**config.mk**
```make
export PLATFORM = sky130hd
export DESIGN_NAME = e203_exu_wbck_arb_flat
export DESIGN_NICKNAME = d
export VERILOG_FILES = /design/src/rtl/e203_exu_wbck_arb_if.sv /design/src/rtl/e203_exu_wbck_arb.sv /design/src/flat_wrapper.sv
export SDC_FILE = /design/constraint.sdc
export NUM_CORES = 1
export LEC_CHECK = 0
export BUFFER_PORTS_ARGS = -buffer_cell sky130_fd_sc_hd__clkbuf_2
export CAP_MARGIN = 25
export CORE_ASPECT_RATIO = 0.6
export CORE_MARGIN = 1.5
export CORE_UTILIZATION = 46
export DETAILED_ROUTE_END_ITERATION = 10
export PLACE_DENSITY = 0.87
export SLEW_MARGIN = 20
export SYNTH_ARGS = -nofsm -noshare
export SYNTH_HDL_FRONTEND = slang
export SYNTH_SLANG_ARGS = --single-unit
```
**constraint.sdc**
```tcl
create_clock -name clk -period 1.6 [get_ports clk]
set_clock_uncertainty 0.15 [all_clocks]
set_input_delay 0.32 -clock clk [delete_from_list [all_inputs] [get_ports clk]]
set_output_delay 0.32 -clock clk [all_outputs]
set_load 0.02 [all_outputs]
```
**src/rtl/e203_exu_wbck_arb_if.sv**
```systemverilog
// e203_exu_wbck_arb_if: ALU, long-pipe and regfile-write signals of the writeback arbiter
interface e203_exu_wbck_arb_if #(
    parameter int XLEN    = 32,
    parameter int RFIDX_W = 5
);
    logic               alu_wbck_i_valid;
    logic               alu_wbck_i_ready;
    logic [RFIDX_W-1:0] alu_wbck_i_idx;
    logic [XLEN-1:0]    alu_wbck_i_dat;
    logic               longp_wbck_i_valid;
    logic               longp_wbck_i_ready;
    logic [RFIDX_W-1:0] longp_wbck_i_idx;
    logic [XLEN-1:0]    longp_wbck_i_dat;
    logic               longp_wbck_i_err;
    logic               wbck_dest_wen;
    logic [RFIDX_W-1:0] wbck_dest_idx;
    logic [XLEN-1:0]    wbck_dest_dat;
    logic               longp_err_o;
    logic               longp_empty;
    logic               longp_full;

    modport slave (
        input  alu_wbck_i_valid, alu_wbck_i_idx, alu_wbck_i_dat,
               longp_wbck_i_valid, longp_wbck_i_idx, longp_wbck_i_dat, longp_wbck_i_err,
        output alu_wbck_i_ready, longp_wbck_i_ready,
               wbck_dest_wen, wbck_dest_idx, wbck_dest_dat,
               longp_err_o, longp_empty, longp_full
    );

    modport master (
        output alu_wbck_i_valid, alu_wbck_i_idx, alu_wbck_i_dat,
               longp_wbck_i_valid, longp_wbck_i_idx, longp_wbck_i_dat, longp_wbck_i_err,
        input  alu_wbck_i_ready, longp_wbck_i_ready,
               wbck_dest_wen, wbck_dest_idx, wbck_dest_dat,
               longp_err_o, longp_empty, longp_full
    );
endinterface

```
**src/rtl/e203_exu_wbck_arb.sv**
```systemverilog
// e203_exu_wbck_arb: regfile writeback arbiter (ALU priority) with a long-pipe result FIFO.
// Optional E203_WBCK_STARVE_GUARD_EN bounds how long the FIFO head can be blocked by the ALU.
module e203_exu_wbck_arb #(
    parameter int XLEN       = 32,
    parameter int RFIDX_W    = 5,
    parameter int LP_DEPTH   = 2,
    parameter int STARVE_MAX = 4
) (
    input logic               clk,
    input logic               rst_n,
    e203_exu_wbck_arb_if.slave wb
);
    localparam int PTR_W = $clog2(LP_DEPTH);
    localparam int ENT_W = 1 + RFIDX_W + XLEN;

    logic [ENT_W-1:0] mem_q [LP_DEPTH];
    logic [ENT_W-1:0] mem_d [LP_DEPTH];
    logic [PTR_W-1:0] wptr_q, wptr_d, rptr_q, rptr_d;
    logic [PTR_W:0]   cnt_q, cnt_d;
    logic             empty, full, push, pop, alu_ready, alu_grant, head_err, lp_wr;
    logic [ENT_W-1:0] head;

    assign head      = mem_q[rptr_q];
    assign head_err  = head[ENT_W-1];
    assign empty     = cnt_q == '0;
    assign full      = cnt_q == (PTR_W+1)'(LP_DEPTH);
    assign push      = wb.longp_wbck_i_valid & ~full;
    assign alu_grant = wb.alu_wbck_i_valid & alu_ready;
    assign pop       = ~empty & ~alu_grant;
    assign lp_wr     = pop & ~head_err;

`ifdef E203_WBCK_STARVE_GUARD_EN
    localparam int SC_W = $clog2(STARVE_MAX + 1);
    logic [SC_W-1:0] starve_q, starve_d;

    assign alu_ready = starve_q != SC_W'(STARVE_MAX);

    // Count cycles the non-empty head is blocked; saturation forces the ALU off for one cycle.
    always_comb starve_d = pop ? '0 : (!empty && alu_ready) ? starve_q + 1'b1 : starve_q;

    // Starve counter register.
    always_ff @(posedge clk or negedge rst_n)
        if (!rst_n) starve_q <= '0;
        else        starve_q <= starve_d;
`else
    logic [31:0] starve_max_unused;
    assign starve_max_unused = 32'(STARVE_MAX);
    assign alu_ready = 1'b1;
`endif

    // FIFO next state: write at tail on push, advance head on pop.
    always_comb begin
        mem_d = mem_q;
        if (push) mem_d[wptr_q] = {wb.longp_wbck_i_err, wb.longp_wbck_i_idx, wb.longp_wbck_i_dat};
        wptr_d = push ? wptr_q + 1'b1 : wptr_q;
        rptr_d = pop ? rptr_q + 1'b1 : rptr_q;
        cnt_d  = (push && !pop) ? cnt_q + 1'b1 : (pop && !push) ? cnt_q - 1'b1 : cnt_q;
    end

    // FIFO state registers; reset drops every entry.
    always_ff @(posedge clk or negedge rst_n)
        if (!rst_n) begin
            mem_q  <= '{default: '0};
            wptr_q <= '0;
            rptr_q <= '0;
            cnt_q  <= '0;
        end else begin
            mem_q  <= mem_d;
            wptr_q <= wptr_d;
            rptr_q <= rptr_d;
            cnt_q  <= cnt_d;
        end

    // Regfile write mux: ALU first, then a good FIFO head; a faulted head only raises the error pulse.
    always_comb begin
        wb.alu_wbck_i_ready   = alu_ready;
        wb.longp_wbck_i_ready = ~full;
        wb.longp_empty        = empty;
        wb.longp_full         = full;
        wb.wbck_dest_wen      = alu_grant | lp_wr;
        wb.wbck_dest_idx      = alu_grant ? wb.alu_wbck_i_idx : lp_wr ? head[XLEN +: RFIDX_W] : '0;
        wb.wbck_dest_dat      = alu_grant ? wb.alu_wbck_i_dat : lp_wr ? head[XLEN-1:0] : '0;
        wb.longp_err_o        = pop & head_err;
    end
endmodule

```
**src/flat_wrapper.sv**
```systemverilog
// flat-port wrapper written by rule: the top's interface ports become plain ports
module e203_exu_wbck_arb_flat 
#(
    parameter int XLEN       = 32,
    parameter int RFIDX_W    = 5,
    parameter int LP_DEPTH   = 2,
    parameter int STARVE_MAX = 4
)
  (clk, rst_n, wb_alu_wbck_i_valid, wb_alu_wbck_i_idx, wb_alu_wbck_i_dat, wb_longp_wbck_i_valid, wb_longp_wbck_i_idx, wb_longp_wbck_i_dat, wb_longp_wbck_i_err, wb_alu_wbck_i_ready, wb_longp_wbck_i_ready, wb_wbck_dest_wen, wb_wbck_dest_idx, wb_wbck_dest_dat, wb_longp_err_o, wb_longp_empty, wb_longp_full);
  e203_exu_wbck_arb_if #(.XLEN(XLEN), .RFIDX_W(RFIDX_W)) wb_i ();
  input logic clk;
  input logic rst_n;
  input wire logic [$bits(wb_i.alu_wbck_i_valid)-1:0] wb_alu_wbck_i_valid;
  input wire logic [$bits(wb_i.alu_wbck_i_idx)-1:0] wb_alu_wbck_i_idx;
  input wire logic [$bits(wb_i.alu_wbck_i_dat)-1:0] wb_alu_wbck_i_dat;
  input wire logic [$bits(wb_i.longp_wbck_i_valid)-1:0] wb_longp_wbck_i_valid;
  input wire logic [$bits(wb_i.longp_wbck_i_idx)-1:0] wb_longp_wbck_i_idx;
  input wire logic [$bits(wb_i.longp_wbck_i_dat)-1:0] wb_longp_wbck_i_dat;
  input wire logic [$bits(wb_i.longp_wbck_i_err)-1:0] wb_longp_wbck_i_err;
  output wire logic [$bits(wb_i.alu_wbck_i_ready)-1:0] wb_alu_wbck_i_ready;
  output wire logic [$bits(wb_i.longp_wbck_i_ready)-1:0] wb_longp_wbck_i_ready;
  output wire logic [$bits(wb_i.wbck_dest_wen)-1:0] wb_wbck_dest_wen;
  output wire logic [$bits(wb_i.wbck_dest_idx)-1:0] wb_wbck_dest_idx;
  output wire logic [$bits(wb_i.wbck_dest_dat)-1:0] wb_wbck_dest_dat;
  output wire logic [$bits(wb_i.longp_err_o)-1:0] wb_longp_err_o;
  output wire logic [$bits(wb_i.longp_empty)-1:0] wb_longp_empty;
  output wire logic [$bits(wb_i.longp_full)-1:0] wb_longp_full;
  assign wb_i.alu_wbck_i_valid = wb_alu_wbck_i_valid;
  assign wb_i.alu_wbck_i_idx = wb_alu_wbck_i_idx;
  assign wb_i.alu_wbck_i_dat = wb_alu_wbck_i_dat;
  assign wb_i.longp_wbck_i_valid = wb_longp_wbck_i_valid;
  assign wb_i.longp_wbck_i_idx = wb_longp_wbck_i_idx;
  assign wb_i.longp_wbck_i_dat = wb_longp_wbck_i_dat;
  assign wb_i.longp_wbck_i_err = wb_longp_wbck_i_err;
  assign wb_alu_wbck_i_ready = wb_i.alu_wbck_i_ready;
  assign wb_longp_wbck_i_ready = wb_i.longp_wbck_i_ready;
  assign wb_wbck_dest_wen = wb_i.wbck_dest_wen;
  assign wb_wbck_dest_idx = wb_i.wbck_dest_idx;
  assign wb_wbck_dest_dat = wb_i.wbck_dest_dat;
  assign wb_longp_err_o = wb_i.longp_err_o;
  assign wb_longp_empty = wb_i.longp_empty;
  assign wb_longp_full = wb_i.longp_full;
  e203_exu_wbck_arb #(.XLEN(XLEN), .RFIDX_W(RFIDX_W), .LP_DEPTH(LP_DEPTH), .STARVE_MAX(STARVE_MAX)) u_core (.clk(clk), .rst_n(rst_n), .wb(wb_i));
endmodule
```
* Word level (Yosys, flattened, before mapping) *
Index checks and enable logic that the tools add are counted.

storage, ports and cells
  bits in registers = 80
  input bits = 79
  output and inout port bits = 43
  word-level logic and storage cells = 43

cells by class
  $add $sub $neg = 4
  order comparisons = 3
  eq/ne operators = 1
  multiplexer cells = 12
  bitwise gates (word level) = 11
  reduce and logical (&&, ||, !) cells = 7

operator list
  kind                 count
  $mux 38              4
  $bwmux 76            1
  $mux 32              2
  $demux 38 s1         1
  $mux 5               2
  $and 1x1->1          4
  $ge 2x2->1 const B   2
  $mux 2               2
  $not 1->1            4
  $not 1->2            2
  $logic_and 1x1->1    3
  $add 1x1->1 const B  2
  $add 2x1->2 const B  1
  $eq 2x2->1 const B   1
  $logic_not 1->1      2
  $logic_not 2->1      1
  $lt 2x1->1 const B   1
  $reduce_bool 2->1    1
  $sub 2x1->2 const B  1
  $or 1x1->1           1

* Longest topological paths before layout *
  word-level depth = 8
  depth in mapped cells = 6
  depth with buffers taken out = 6

* Worst setup path before layout *
No wires, ideal clock.

  path kind = flip-flop to output port
  start = register u_core.rptr_q
  end = output port wb_wbck_dest_dat[11]
  data arrival time = 1.542 ns
  data required time = 1.130 ns
  slack = -0.412 ns
  cell stages (with the launch flop) = 7
  path buffers = 3
  cells stage by stage = dfrtp_1 clkbuf_1 mux2i_1 nand2b_1 buf_2 buf_2 o21ai_0

between the ends
  word-level cells in the longest chain between the ends = 8

ends and longest elaborated chain
  what                                            RTL line                 source
  start: declaration                              e203_exu_wbck_arb.sv:18  logic [PTR_W-1:0] wptr_q, wptr_d, rptr_q, rptr_d;
  start signal: assignment                        e203_exu_wbck_arb.sv:70  rptr_q <= rptr_d;
  $not 1->2 (implied by the code) (*)             e203_exu_wbck_arb.sv:23  assign head = mem_q[rptr_q];
  $mux 38 (implied by the code) (*) (3 in a row)  e203_exu_wbck_arb.sv:23
  $not 1->1                                       e203_exu_wbck_arb.sv:30  assign lp_wr = pop & ~head_err;
  $and 1x1->1                                     e203_exu_wbck_arb.sv:30
  $mux 32 (*) (2 in a row)                        e203_exu_wbck_arb.sv:82  wb.wbck_dest_dat = alu_grant ? wb.alu_wbck_i_dat : lp_wr ? head[XLEN-1:0] : '0;
  end: declaration                                flat_wrapper.sv:24       output wire logic [$bits(wb_i.wbck_dest_dat)-1:0] wb_wbck_dest_dat;

Mark *: on every way between the ends. The rest lies on a longest branch, timed or not. The select of a mux whose other input is x is not followed.

* Final worst setup path *
  start = register u_core.rptr_q
  end = output port wb_wbck_dest_dat[23]

The elaborated chain is that of the path after synthesis.

==> metrics.txt <==
# TYPE chip_impl_metric gauge
chip_impl_metric{name="io_pins",unit=""} 122
chip_impl_metric{name="dr.pass1.iters",unit=""} 5
chip_impl_metric{name="insertion_delay",unit="ps"} 340
chip_impl_info{name="start_kind",value="flip-flop"} 1
chip_impl_metric{name="cts-buffers-inserted",unit=""} 9
chip_impl_metric{name="antenna_found_initial",unit=""} 0
chip_impl_metric{name="vdd.ir_drop.worst",unit="uV"} 1040
chip_impl_info{name="hold_path_class",value="primary input to flip-flop"} 1
chip_impl_metric{name="global_route_wire_length_before_repair",unit="um"} 19000
chip_impl_metric{name="netlist_instances",unit=""} 308
chip_impl_metric{name="drtIter0Drc",unit=""} 114
chip_impl_info{name="tritoncts",value="yes"} 1
chip_impl_metric{name="antenna_cells_inserted",unit=""} 0
chip_impl_metric{name="critical_path_arrival",unit="ps"} 1710
chip_impl_info{name="worstSetupPathType",value="flip-flop to output port"} 1
chip_impl_metric{name="route.detailed.wl_per_inst",unit="um"} 23.0
chip_impl_metric{name="dp.cells",unit=""} 542
chip_impl_metric{name="synth.cell_area",unit="mm2"} 0.00383
chip_impl_metric{name="synth-seq-area-share",unit="%"} 52.3
chip_impl_metric{name="slew_viol_final",unit=""} 0
chip_impl_metric{name="routed-via-count",unit=""} 3240
chip_impl_info{name="run_status",value="complete, but fails checks"} 1
chip_impl_metric{name="port_buffer_count",unit=""} 120
chip_impl_metric{name="globalRouteOverflowTotal",unit=""} 0
chip_impl_metric{name="worst-path-buf-inv",unit=""} 2
chip_impl_metric{name="drtAntennaViolNets",unit=""} 0
chip_impl_metric{name="synth-seq-cells",unit=""} 80
chip_impl_metric{name="placementRows",unit=""} 25
chip_impl_metric{name="post-route-worst-setup-slack",unit="ps"} -581
chip_impl_info{name="endpoint_kind",value="output port"} 1
chip_impl_metric{name="die_y_extent",unit="um"} 73.7
chip_impl_metric{name="grt_usage",unit="%"} 29.3
chip_impl_info{name="violations",value="negative setup slack"} 1
chip_impl_info{name="cts_root_buffer",value="clkbuf_16"} 1
chip_impl_metric{name="areaGrowthSynthToFinish",unit="%"} 79.8
chip_impl_metric{name="drive_gt1_share",unit="%"} 72.4
chip_impl_metric{name="dieArea",unit="mm2"} 0.00890
chip_impl_metric{name="route.detailed.drc",unit=""} 0
chip_impl_metric{name="cts.sinks",unit=""} 80
chip_impl_metric{name="finish.net_count",unit=""} 553
chip_impl_metric{name="clk_transition_reported_paths",unit="ps"} 60
chip_impl_metric{name="via_per_inst",unit=""} 5.53
chip_impl_metric{name="syn_avg_cell_area",unit="um2"} 12.4
chip_impl_metric{name="fp.dieW",unit="um"} 121
chip_impl_metric{name="design.core.area",unit="mm2"} 0.00798
chip_impl_info{name="cp_top_family",value="flip-flops"} 1
chip_impl_info{name="rsz0062_at_grt",value="yes"} 1
chip_impl_metric{name="yosys_warnings",unit=""} 0
chip_impl_metric{name="routed_wl",unit="um"} 13500
chip_impl_metric{name="grt_max_degree",unit=""} 39
chip_impl_metric{name="finalSetupViolCount",unit=""} 121
chip_impl_metric{name="dpl.hpwl",unit="um"} 6830
chip_impl_metric{name="routabilityCongestion",unit=""} 0.686
chip_impl_metric{name="post-route-period-util",unit="%"} 136
chip_impl_metric{name="ctsHtreeMaxLevel",unit=""} 3
chip_impl_metric{name="maxCapViolations",unit=""} 0
chip_impl_info{name="timing.critical_path.slowest_stage_cell",value="dfrtp_2"} 1
chip_impl_info{name="critical_path.cell_chain",value="mux2i_4, nand2b_4, clkbuf_16, o21ai_4, buf_4"} 1
chip_impl_metric{name="netlist_cell_types",unit=""} 23
chip_impl_metric{name="cts.path.max_buffers",unit=""} 2
chip_impl_metric{name="hold_violations",unit=""} 0
chip_impl_metric{name="clock.fmax",unit="MHz"} 459
chip_impl_metric{name="critical_path_peak_fanout",unit=""} 10
chip_impl_metric{name="initial_core_util",unit="%"} 48.0
chip_impl_metric{name="layoutNonFillerInstCount",unit=""} 586
chip_impl_metric{name="power_density",unit="mW/mm2"} 2250
chip_impl_metric{name="grt_pass1_vias",unit=""} 3388
chip_impl_metric{name="final_util",unit="%"} 86.4
chip_impl_metric{name="period_minus_slack",unit="ps"} 2180
chip_impl_metric{name="max_incr_delay_on_cp",unit="ps"} 410
chip_impl_metric{name="crit_required",unit="ps"} 1130
chip_impl_metric{name="power.static_leakage",unit="nW"} 3.23
chip_impl_metric{name="postSynthNetCount",unit=""} 388
## flip-flops by register name (all words and copies together), names as in the netlist
register       cells
u_core.mem_q      76
u_core.rptr_q      1
u_core.cnt_q       2
u_core.wptr_q      1
## power breakdown
part	switching [mW]	total (mW)	leakage, nW	internal [mW]
combinational	3.96	9.35	2.15	5.39
clock	0.826	2.08	0.139	1.26
sequential	0.954	4.05	0.938	3.10
total	5.74	15.5	3.23	9.74
## placed cells by master (no fill, tap or decap), types with 2 or more instances in the layout
cell,Yosys,final
mux2i_2,0,21
buf_16,0,7
buf_8,0,29
mux2i_1,38,9
o21ai_4,0,37
buf_6,5,25
dfrtp_2,0,3
xor2_1,3,2
buf_12,0,14
nand2b_4,0,2
mux2i_4,0,8
clkinvlp_4,0,2
nand2_1,37,37
dfrtp_1,80,77
clkbuf_2,0,77
buf_4,3,20
clkbuf_16,0,11
clkbuf_1,6,2
nor2_4,0,2
mux2_4,0,76
## per-stage QoR
step / TNS, ps / total power [mW] / hold WS (ps) / area (um2) / setup slack (ps)
global route: -52810 / 16.0 / 80.7 / 6890 / -621
floorplan: -9890 / 8.28 / -126 / 4460 / -198
CTS: -45450 / 14.6 / 78.5 / 6700 / -525
global placement: -11550 / 9.59 / 143 / 5340 / -177
finish: -48630 / 15.5 / 83.8 / 6890 / -581
detailed placement: -14500 / 9.89 / 150 / 5340 / -201
## final cells by class
type                            count  area (um2)
Clock inverter                      4        53.8
Clock buffer                       12         246
Multi-Input combinational cell    205        2650
Sequential cell                    80        2010
Tap cell                          108         135
Fill cell                         336        1090
Inverter                            1        6.26
Timing Repair Buffer              176        1790
## worst paths after layout
check | from | end | slack (ps) | depth (start not counted)
min reg2reg | u_core.mem_q[74] | u_core.mem_q[74] | 360 | 1
max reg2reg | u_core.cnt_q[0] | u_core.mem_q[44] | -480 | 10
max in group asynchronous | rst_n | u_core.mem_q[61] | 460 | 3
max | u_core.rptr_q | wb_wbck_dest_dat[23] | -580 | 5
min in group asynchronous | rst_n | u_core.mem_q[37] | 340 | 2
min | wb_longp_wbck_i_dat[28] | u_core.mem_q[28] | 80 | 2
## cells in the mapped netlist
cell type	count	area, um2
dfrtp_1	80	2000
mux2_2	75	845
mux2i_1	38	380
nand2_1	37	139
o21ai_0	35	175
buf_2	8	40.0
clkbuf_1	6	22.5
buf_6	5	56.3
buf_4	3	22.5
nor2_1	3	11.3
xor2_1	3	26.3
nand2b_1	2	12.5
o21ai_1	2	10.0
xnor2_1	2	17.5
and2_1	1	6.26
conb_1	1	3.75
ha_1	1	12.5
inv_2	1	3.75
mux2_1	1	11.3
nand2b_2	1	8.76
nand3_1	1	5.00
nor3b_2	1	12.5
o21bai_1	1	7.51
## layer usage
| metal | share of wire [%] | global-route usage, % | vias up | wire length (um) |
|---|---|---|---|---|
| met5 | 0 | 0 | - | 0 |
| met4 | 2.1 | 6.54 | 0 | 281 |
| met3 | 6.3 | 7.45 | 31 | 852 |
| met2 | 50 | 50.3 | 142 | 6680 |
| met1 | 42 | 38.2 | 1662 | 5680 |
| li1 | - | - | 1405 | - |
## cell families (layout without fill, tap and decap cells)
logic type | count (synthesis) | count (layout) | synth area share, %
mux | 114 | 114 | 32.3
xor+xnor | 5 | 5 | 1.14
fa+ha+maj | 1 | 1 | 0.327
other cells | 1 | 1 | 0.0979
simple gates | 46 | 46 | 5.09
compound gates | 38 | 38 | 5.03
flops | 80 | 80 | 52.3
buf+inv | 23 | 193 | 3.79
## repair_timing
action,CTS,global route
cloned,11,2
resized for setup,147,104
endpoints found under the hold margin,31,0
pin swaps,4,6
hold buffers,1,0
setup buffers,14,13
setup endpoints to repair,120,121
(Power assumes the default switching activity.)
